==> src/rtl/vz_loader.sv <==
// VZ snapshot loader: parses the HPS download and writes the payload to RAM with the Z80 held (macro VZ_BASIC_PATCH_EN adds the BASIC end-pointer patch).
// Latency: RAM write 1 cycle after dn_wr; hold release 1 cycle (F1, unpatched F0) or 3 cycles (patched F0) after dn_download falls.
// Backpressure: none; dn_wr strobes must be at least 2 cycles apart.
module vz_loader #(
   parameter logic [7:0]  DN_INDEX     = 8'd1,
   parameter logic [15:0] END_PTR_ADDR = 16'h78F9
) (
   input  logic        CLK10MHZ,
   input  logic        RESET,
   input  logic        dn_download,
   input  logic [7:0]  dn_index,
   input  logic        dn_wr,
   input  logic [15:0] dn_addr,
   input  logic [7:0]  dn_data,
   output logic        ram_we,
   output logic [15:0] ram_addr,
   output logic [7:0]  ram_dout,
   output logic        cpu_hold,
   output logic        exec_valid,
   output logic [15:0] exec_pc,
   output logic        err,
   output logic        led
);

   typedef enum logic [2:0] {
      S_IDLE,
      S_HDR,
      S_DATA,
`ifdef VZ_BASIC_PATCH_EN
      S_PATCH_LO,
      S_PATCH_HI,
`endif
      S_DONE,
      S_ERROR
   } state_t;

   state_t      state_q, state_d;
   logic        dl_q;
   logic        fall_pend_q, fall_pend_d;
   logic [15:0] start_q, start_d;
   logic        type_f1_q, type_f1_d;
   logic        vzf_q, vzf_d, spc_q, spc_d;
   logic        ram_we_d, cpu_hold_d, exec_valid_d, err_d;
   logic [15:0] ram_addr_d, exec_pc_d;
   logic [7:0]  ram_dout_d;
   logic        rise, fall, efall, finish, hdr_bad;
   logic [7:0]  vzf_byte, spc_byte;
   logic [16:0] pay_addr;

   assign rise     = dn_download & ~dl_q;
   assign fall     = ~dn_download & dl_q;
   assign efall    = fall | fall_pend_q;
   assign pay_addr = {1'b0, start_q} + ({1'b0, dn_addr} - 17'd24);
   assign spc_byte = dn_addr[1] ? 8'h00 : 8'h20;
   assign led      = cpu_hold;

   always_comb begin
      case (dn_addr[1:0])
         2'd0:    vzf_byte = 8'h56;
         2'd1:    vzf_byte = 8'h5A;
         2'd2:    vzf_byte = 8'h46;
         default: vzf_byte = 8'h30;
      endcase
   end

`ifdef VZ_BASIC_PATCH_EN
   logic [15:0] len_q;
   logic [15:0] end_ptr;
   assign end_ptr = start_q + len_q;

   always_ff @(posedge CLK10MHZ or negedge RESET) begin
      if (!RESET)
         len_q <= '0;
      else if (state_q == S_IDLE)
         len_q <= '0;
      else if (state_q == S_DATA && dn_wr && dn_addr >= 16'd24)
         len_q <= len_q + 16'd1;
   end
`endif

   always_comb begin
      state_d      = state_q;
      fall_pend_d  = 1'b0;
      start_d      = start_q;
      type_f1_d    = type_f1_q;
      vzf_d        = vzf_q;
      spc_d        = spc_q;
      ram_we_d     = 1'b0;
      ram_addr_d   = ram_addr;
      ram_dout_d   = ram_dout;
      cpu_hold_d   = cpu_hold;
      exec_valid_d = 1'b0;
      exec_pc_d    = exec_pc;
      err_d        = err;
      hdr_bad      = 1'b0;
      finish       = 1'b0;
      case (state_q)
         S_IDLE: begin
            if (rise && dn_index == DN_INDEX) begin
               state_d    = S_HDR;
               cpu_hold_d = 1'b1;
               err_d      = 1'b0;
               vzf_d      = 1'b1;
               spc_d      = 1'b1;
               type_f1_d  = 1'b0;
            end
         end
         S_HDR: begin
            if (dn_wr && dn_addr < 16'd24) begin
               if (dn_addr < 16'd4) begin
                  vzf_d   = vzf_q & (dn_data == vzf_byte);
                  spc_d   = spc_q & (dn_data == spc_byte);
                  hdr_bad = ~(vzf_d | spc_d);
               end else if (dn_addr == 16'd21) begin
                  type_f1_d = (dn_data == 8'hF1);
                  hdr_bad   = (dn_data != 8'hF0) && (dn_data != 8'hF1);
               end else if (dn_addr == 16'd22) begin
                  start_d[7:0] = dn_data;
               end else if (dn_addr == 16'd23) begin
                  start_d[15:8] = dn_data;
                  state_d       = S_DATA;
                  // a download ending on the last header byte is finished from DATA
                  fall_pend_d   = fall;
               end
            end
            if (hdr_bad || (fall && state_d == S_HDR)) begin
               state_d = S_ERROR;
               err_d   = 1'b1;
            end
         end
         S_DATA: begin
            if (dn_wr && dn_addr >= 16'd24) begin
               if (pay_addr[16]) begin
                  err_d = 1'b1;
               end else begin
                  ram_we_d   = 1'b1;
                  ram_addr_d = pay_addr[15:0];
                  ram_dout_d = dn_data;
               end
            end
            // the byte owns this cycle's write port; act on the edge one cycle later
            if (efall) begin
               if (dn_wr) fall_pend_d = 1'b1;
               else       finish      = 1'b1;
            end
         end
`ifdef VZ_BASIC_PATCH_EN
         S_PATCH_LO: begin
            state_d    = S_PATCH_HI;
            ram_we_d   = 1'b1;
            ram_addr_d = END_PTR_ADDR + 16'd1;
            ram_dout_d = end_ptr[15:8];
         end
         S_PATCH_HI: begin
            state_d    = S_DONE;
            cpu_hold_d = 1'b0;
         end
`endif
         S_DONE: state_d = S_IDLE;
         S_ERROR: begin
            if (!dn_download) begin
               cpu_hold_d = 1'b0;
               state_d    = S_IDLE;
            end
         end
         default: state_d = S_IDLE;
      endcase
      if (finish) begin
         if (type_f1_q) begin
            state_d      = S_DONE;
            cpu_hold_d   = 1'b0;
            exec_valid_d = 1'b1;
            exec_pc_d    = start_q;
         end else begin
`ifdef VZ_BASIC_PATCH_EN
            state_d    = S_PATCH_LO;
            ram_we_d   = 1'b1;
            ram_addr_d = END_PTR_ADDR;
            ram_dout_d = end_ptr[7:0];
`else
            state_d    = S_DONE;
            cpu_hold_d = 1'b0;
`endif
         end
      end
   end

   always_ff @(posedge CLK10MHZ or negedge RESET) begin
      if (!RESET) begin
         state_q     <= S_IDLE;
         // a download already high when reset lifts must not look like a new one
         dl_q        <= 1'b1;
         fall_pend_q <= 1'b0;
         start_q     <= '0;
         type_f1_q   <= 1'b0;
         vzf_q       <= 1'b0;
         spc_q       <= 1'b0;
         ram_we      <= 1'b0;
         ram_addr    <= '0;
         ram_dout    <= '0;
         cpu_hold    <= 1'b0;
         exec_valid  <= 1'b0;
         exec_pc     <= '0;
         err         <= 1'b0;
      end else begin
         state_q     <= state_d;
         dl_q        <= dn_download;
         fall_pend_q <= fall_pend_d;
         start_q     <= start_d;
         type_f1_q   <= type_f1_d;
         vzf_q       <= vzf_d;
         spc_q       <= spc_d;
         ram_we      <= ram_we_d;
         ram_addr    <= ram_addr_d;
         ram_dout    <= ram_dout_d;
         cpu_hold    <= cpu_hold_d;
         exec_valid  <= exec_valid_d;
         exec_pc     <= exec_pc_d;
         err         <= err_d;
      end
   end

endmodule

==> config.mk <==
export PLATFORM = sky130hd
export DESIGN_NAME = vz_loader
export DESIGN_NICKNAME = d
export VERILOG_FILES = /design/src/rtl/vz_loader.sv
export SDC_FILE = /design/constraint.sdc
export NUM_CORES = 1
export LEC_CHECK = 0
export CELL_PAD_IN_SITES_DETAIL_PLACEMENT = 1
export CELL_PAD_IN_SITES_GLOBAL_PLACEMENT = 1
export CORE_ASPECT_RATIO = 2
export CORE_UTILIZATION = 40
export CTS_CLUSTER_SIZE = 28
export DETAILED_ROUTE_END_ITERATION = 7
export GPL_ROUTABILITY_DRIVEN = 0
export PLACE_DENSITY = 0.79
export SYNTH_ARGS = -nofsm -noshare
export SYNTH_HDL_FRONTEND = slang
export SYNTH_SLANG_ARGS = --single-unit
==> constraint.sdc <==
create_clock -name CLK10MHZ -period 3.85 [get_ports CLK10MHZ]
set_input_delay 1.155 -clock CLK10MHZ [delete_from_list [all_inputs] [get_ports CLK10MHZ]]
set_output_delay 1.155 -clock CLK10MHZ [all_outputs]
set_load 0.01 [all_outputs]
* Word-level counts from Yosys, hierarchy flattened
Cells that the tools add are included.
** Storage, ports and cells
- Output and inout port bits :: 45
- Bits in latches :: 0
- Flip-flop bits (word level) :: 68
- RAM bits :: 0
- Memories :: 0
- ROM bits :: 0
** Operators by class
- Div/mod/pow operators :: 0
- Reduce and logical (&&, ||, !) cells :: 20
- Add/sub/neg operators :: 2
- Shifts and indexed selects :: 0
- Bitwise operators :: 13
- Magnitude comparators :: 3
- Equal/unequal tests :: 26
- Multipliers :: 0
- Multiplexer cells :: 52
** Operators by type and width (number)
- $eq 16x5->1 const B :: 3
- $mux 1 :: 33
- $mux 3 :: 10
- $pmux 7 s3 :: 1
- $ne 2x2->1 const B :: 9
- $add 16x17->17 :: 1
- $sub 16x5->17 const B :: 1
- $ge 16x5->1 const B :: 1
- $lt 16x3->1 const B :: 1
- $lt 16x5->1 const B :: 1
- $ne 8x8->1 const B :: 2
- $reduce_and 5->1 :: 3
- $pmux 3 s4 :: 1
- $pmux 1 s2 :: 5
- $reduce_and 3->1 :: 3
- $eq 8x1->1 const B :: 1
- $eq 8x6->1 :: 1
- $eq 8x8->1 :: 1
- $eq 8x8->1 const B :: 1
- $not 1->1 :: 7
- $eq 3x1->1 const B :: 2
- $mux 6 :: 1
- $ne 3x3->1 const B :: 2
- $reduce_and 6->1 :: 1
- 15 further kinds :: 24

* Logic depth before layout (Yosys ltp)
- Depth in word-level cells :: 13
- Depth in mapped cells :: 12
- Mapped depth without buffers :: 11

* Worst setup path after synthesis
OpenSTA, ideal clock, no wires.
- Path type :: input -> register
- Start point :: in dn_addr[9]
- End point :: reg ram_addr[10]
- Data required time :: 3.725 ns
- Stages on the path :: 12
- Data arrival time :: 3.857 ns
- Setup time :: 0.125 ns
- Path slack :: -0.132 ns
- Cell sequence :: inv_1 > ha_1 > inv_1 > ha_1 > a21o_1 > a221oi_2 > a2bb2oi_2 > a31oi_1 > or4_4 > a31oi_4 > buf_12 > mux2_4
** Between the ends
- Word-level cells in the longest chain between the ends :: 4
- Elaborated cells between the ends (all ways) :: 6
- Those cells by class :: 2 x add/sub; 1 x order compare; 1 x bitwise; 2 x reduce/logical
** Ends and longest elaborated chain
- start, declared :: RTL line 13 : input logic [15:0] dn_addr,
- $sub 16x5->17 :: RTL line 53 : assign pay_addr = {1'b0, start_q} + ({1'b0, dn_addr} - 17'd24);
- $add 16x17->17 :: RTL line 53
- $not 1->1 (no source line)
- $reduce_and 3->1 (no source line)
- end signal, assigned :: RTL line 214 : ram_addr <= ram_addr_d;
- end, declared :: RTL line 16 : output logic [15:0] ram_addr,
Parallel ways exist; a longest one is shown, timed or not.
A chain may end at the register's enable or synchronous reset.

* Worst setup path after layout
- Start point :: in dn_addr[10]
- End point :: reg ram_addr[10]
Same word-level chain as after synthesis.

==> flow_results.org <==
** Outcome
- The run finished with clean final reports.

** Placed design
- In this run the tool buffered the top-level ports with 80 buffer cells.
- Timing analysis after detailed placement gives a worst setup slack of -0.653 ns.
- Once placement finished, the instance area stood at between 5000 and 6000 sq um.
- Post-DP HPWL :: 10.2 mm

** Route
- Vias per cell :: approximately 5.4
- Vias :: between 3000 and 4000
- The first detailed-routing pass took 4 iterations.
- Number of design-rule violations left by the first detailed-router iteration :: 162
- Dividing the detail-routed wire length by the instance count gives 22.1 microns.
- # DRC :: 0
- Total wire length after detailed routing :: between 15 and 20 mm
- Number of nets still failing antenna checks after routing :: 0

** Hold path
- The path class of the tightest hold or removal check is flip-flop to flip-flop.
- Hold Crit Start :: exec_pc[0]$_DFFE_PN0P_
- Counting instances, the worst hold path has a depth of 2.
- Hold-critical path endpoint :: exec_pc[0]$_DFFE_PN0P_

** Critical path
- The setup check on the worst reg-to-reg path leaves a slack of 0.41 ns.
- At the worst endpoint, the arrival time is 4.05 ns.
- Class of the most critical setup path :: input port to flip-flop
- Of all nets on the critical path, the largest fanout is 5.
- Number of cells on the worst reg-to-reg path :: 13
- In this run the critical register-to-register path is launched from start_q[9]$_DFFE_PN0P_.
- Critical path launch point type :: input port
- The worst register-to-register path ends at ram_addr[10]$_DFFE_PN0P_.
- For the worst setup path, the data required time is 4.07 ns.
- Endpoint type of the worst setup path :: flip-flop

** Clock tree
- Reg clk slew, reported paths :: 0.06 ns
- CTS saw 68 sinks.
- The root buffer cell chosen for the clock tree is sky130_fd_sc_hd__clkbuf_16.
- The clock passes through at most 2 buffers.
- TritonCTS built the clock tree.
- Clock tree synthesis inserted a total of 9 buffers.
- Latest clock arrival within the worst-skew pair :: 0.34 ns
- Max H-tree Level :: 3

** Finish
- Of the cells placed in the final design, the portion with a size suffix greater than 1 is between 30% and 40%.
- Antenna diode count :: 0
- Registers take 1700 sq um.
- Total number of nets in the final design :: 622
- Area grow syn2layout :: 51.7%
- Summing all multi-input logic gate instances after layout gives 2370 sq um.
- Final non-filler cell area :: 6170 sq um
- The filler cells instantiated in the layout total 1092.

** Global route
- Via count of the first global-routing pass :: 4330
- The first global-routing pass estimated 23.3 mm of wire.
- Total GRT Usage :: 30.8%
- Entering global routing, the biggest net connects 30 pins.
- Number of antenna violations at the first check in global routing :: 0
- Global route overflow :: 0

** Timing
- Dividing the final minimum period by the clock period gives 99.5%.
- After layout, the worst setup slack is 0.0186 ns.
- Final Setup Violations :: 0
- Setup Total Neg Slack :: 0 ns
- Count of pins over their slew limit :: 0
- The final count of hold timing violations was 0.
- Measured against its own limit, the worst slew margin works out to 51.4%.
- Transition time at the pin with the least slew margin :: 0.729 ns
- Minimum period implied by the final worst setup slack :: between 3 and 4 ns
- Final setup skew :: approximately 0.0074 ns
- Derived from the worst setup path, the maximum achievable clock frequency is 261 MHz.
- The tightest hold path in the finished design has a slack of 0.485 ns.

** Power
- Leak pwr :: 2.85 nW
- IR drop worst, VDD :: 0.229 mV
- Power density over the cells :: 411 nW/um^2

** Logic synthesis
- Of the synthesized area, sequential elements account for 41.9%.
- The synthesized design contains between 60 and 70 register bits.
- Combined area of all synthesized cells :: 4070 sq um
- Yosys printed 0 warnings.
- In this run, distinct cell masters in the synthesized netlist total 58.
- Avg Cell Area, Syn :: between 10 and 15 sq um
- Syn_nets :: 469
- Synth async-reset ratio :: 100%
- Number of synthesized flops with an enable pin :: 0
- Primary FF master, synth :: sky130_fd_sc_hd__dfrtp_1
- Mapped Cells :: 401

** Die
- Number of primary I/O pins :: 81
- The floorplan has 51 rows.
- Placeable Area :: a little under 10000 sq um
- Once the floorplan was initialized, standard cells occupied 41.4% of the core.
- Die width :: 73.3 microns
- The die is 145 microns tall.
- The floorplan step defined a die boundary enclosing between 10000 and 15000 sq um.

** Job
- Across the run, the number of max-cap violations was 0.
## where the power goes
group	internal, mW	switching [mW]	total [mW]
Combinational	0.446	0.303	0.750
Clock	0.513	0.351	0.864
Sequential	0.825	0.0988	0.924
## worst max-delay path by stage
stage	slack [ns]	endpoint	from
finish	0.02	ram_addr[10]$_DFFE_PN0P_	dn_addr[10]
floorplan	0.0003	ram_addr[10]$_DFFE_PN0P_	dn_addr[9]
global placement	-0.57	ram_addr[2]$_DFFE_PN0P_	dn_addr[9]
CTS	0.003	ram_addr[10]$_DFFE_PN0P_	dn_addr[1]
global route	-0.02	ram_addr[10]$_DFFE_PN0P_	dn_addr[6]
detailed placement	-0.65	ram_addr[10]$_DFFE_PN0P_	dn_addr[9]
## layout make-up
class / instances / share of cell area (%)
timing repair buffer: 153 / 23.0
tap: 132 / 2.68
clock buffer: 9 / 3.65
multi-input combinational: 268 / 38.4
inverter: 54 / 3.33
sequential: 68 / 27.6
clock inverter: 7 / 1.36
## logic make-up (layout without fill, tap and decap cells)
group	count (synthesis)	count (layout)	share of synthesized area, %
buf+inv	65	223	6.95
flops	68	68	41.9
fa+ha+maj	32	32	10.0
simple gates	110	110	14.2
compound gates	79	79	12.8
xor+xnor	10	10	2.15
mux	37	37	12.0
## Yosys cell counts (all sizes together), types with 5 or more instances
cell | number | area [sq um]
xnor2 | 8 | 70.1
o21ai | 25 | 125
clkbuf | 6 | 22.5
ha | 31 | 388
dfrtp | 67 | 1680
a31oi | 7 | 58.8
nand2 | 40 | 150
inv | 54 | 203
nand3 | 8 | 40.0
or4 | 5 | 41.3
nor3 | 7 | 35.0
nor2 | 22 | 82.6
a21oi | 18 | 90.1
buf | 5 | 57.6
a211oi | 5 | 37.5
mux2 | 36 | 477
a21o | 5 | 37.5
## registers in the layout, indices dropped and copies added (netlist names), 3 cells and up
signal    cells
exec_pc      16
start_q      16
state_q       3
ram_addr     16
ram_dout      8
## placed cells by master, fill, tap and decap left out, types with 3 or more instances in the layout
| cell type | instances |
|---|---|
| sky130_fd_sc_hd__a211oi_1 | 3 |
| sky130_fd_sc_hd__a21o_1 | 5 |
| sky130_fd_sc_hd__a21oi_1 | 16 |
| sky130_fd_sc_hd__a31oi_1 | 4 |
| sky130_fd_sc_hd__a31oi_4 | 3 |
| sky130_fd_sc_hd__buf_4 | 65 |
| sky130_fd_sc_hd__buf_6 | 5 |
| sky130_fd_sc_hd__clkbuf_16 | 9 |
| sky130_fd_sc_hd__clkdlybuf4s50_1 | 67 |
| sky130_fd_sc_hd__dfrtp_1 | 67 |
| sky130_fd_sc_hd__dlygate4sd2_1 | 5 |
| sky130_fd_sc_hd__dlymetal6s2s_1 | 3 |
| sky130_fd_sc_hd__ha_1 | 16 |
| sky130_fd_sc_hd__ha_2 | 3 |
| sky130_fd_sc_hd__ha_4 | 12 |
| sky130_fd_sc_hd__inv_1 | 44 |
| sky130_fd_sc_hd__inv_2 | 9 |
| sky130_fd_sc_hd__mux2_2 | 17 |
| sky130_fd_sc_hd__mux2_4 | 19 |
| sky130_fd_sc_hd__nand2_1 | 39 |
| sky130_fd_sc_hd__nand2b_1 | 3 |
| sky130_fd_sc_hd__nand3_1 | 7 |
| sky130_fd_sc_hd__nand3b_1 | 3 |
| sky130_fd_sc_hd__nor2_1 | 22 |
| sky130_fd_sc_hd__nor3_1 | 6 |
| sky130_fd_sc_hd__nor4_1 | 3 |
| sky130_fd_sc_hd__o21ai_0 | 21 |
| sky130_fd_sc_hd__o21bai_1 | 3 |
| sky130_fd_sc_hd__or4_1 | 4 |
| sky130_fd_sc_hd__xnor2_1 | 8 |
## worst max-delay path: stages
cell and delay (ns):
sky130_fd_sc_hd__clkdlybuf4s15_2 0.20, sky130_fd_sc_hd__inv_2 0.05, sky130_fd_sc_hd__ha_4 0.25, sky130_fd_sc_hd__inv_2 0.04, sky130_fd_sc_hd__ha_4 0.28, sky130_fd_sc_hd__and3_4 0.21, sky130_fd_sc_hd__buf_6 0.10, sky130_fd_sc_hd__and3_4 0.20
sky130_fd_sc_hd__nand3_4 0.08, sky130_fd_sc_hd__a31oi_4 0.19, sky130_fd_sc_hd__buf_6 0.11, sky130_fd_sc_hd__buf_4 0.10, sky130_fd_sc_hd__o211ai_1 0.08, sky130_fd_sc_hd__buf_4 0.17, sky130_fd_sc_hd__a31oi_4 0.22, sky130_fd_sc_hd__buf_6 0.17
sky130_fd_sc_hd__buf_12 0.14, sky130_fd_sc_hd__mux2_4 0.31
## per-stage QoR
step           total power [mW]  instances  utilization (%)
6_report                   2.54        691             62.8
5_1_grt                    2.64        691             62.8
4_1_cts                    2.53        686             61.4
3_5_place_dp               1.63        657             55.6
3_3_place_gp               1.60        657             55.6
2_1_floorplan              1.25        401                -
## routing by layer
| metal | GRT usage [%] | vias to the layer above | routed length [microns] |
|---|---|---|---|
| li1 | - | 1702 | - |
| met5 | 0 | - | 0 |
| met4 | 17.1 | 0 | 736 |
| met3 | 4.81 | 46 | 425 |
| met1 | 29.0 | 1907 | 5040 |
| met2 | 60.3 | 105 | 9070 |
## what timing repair did
item | CTS | global route
buffers inserted | 11 | 5
hold buffers | 0 | 0
gates cloned | 2 | 0
resized for setup | 47 | 26
setup endpoints to repair | 25 | 24
pin swaps | 15 | 14
Power figures use the tool's default switching activity.
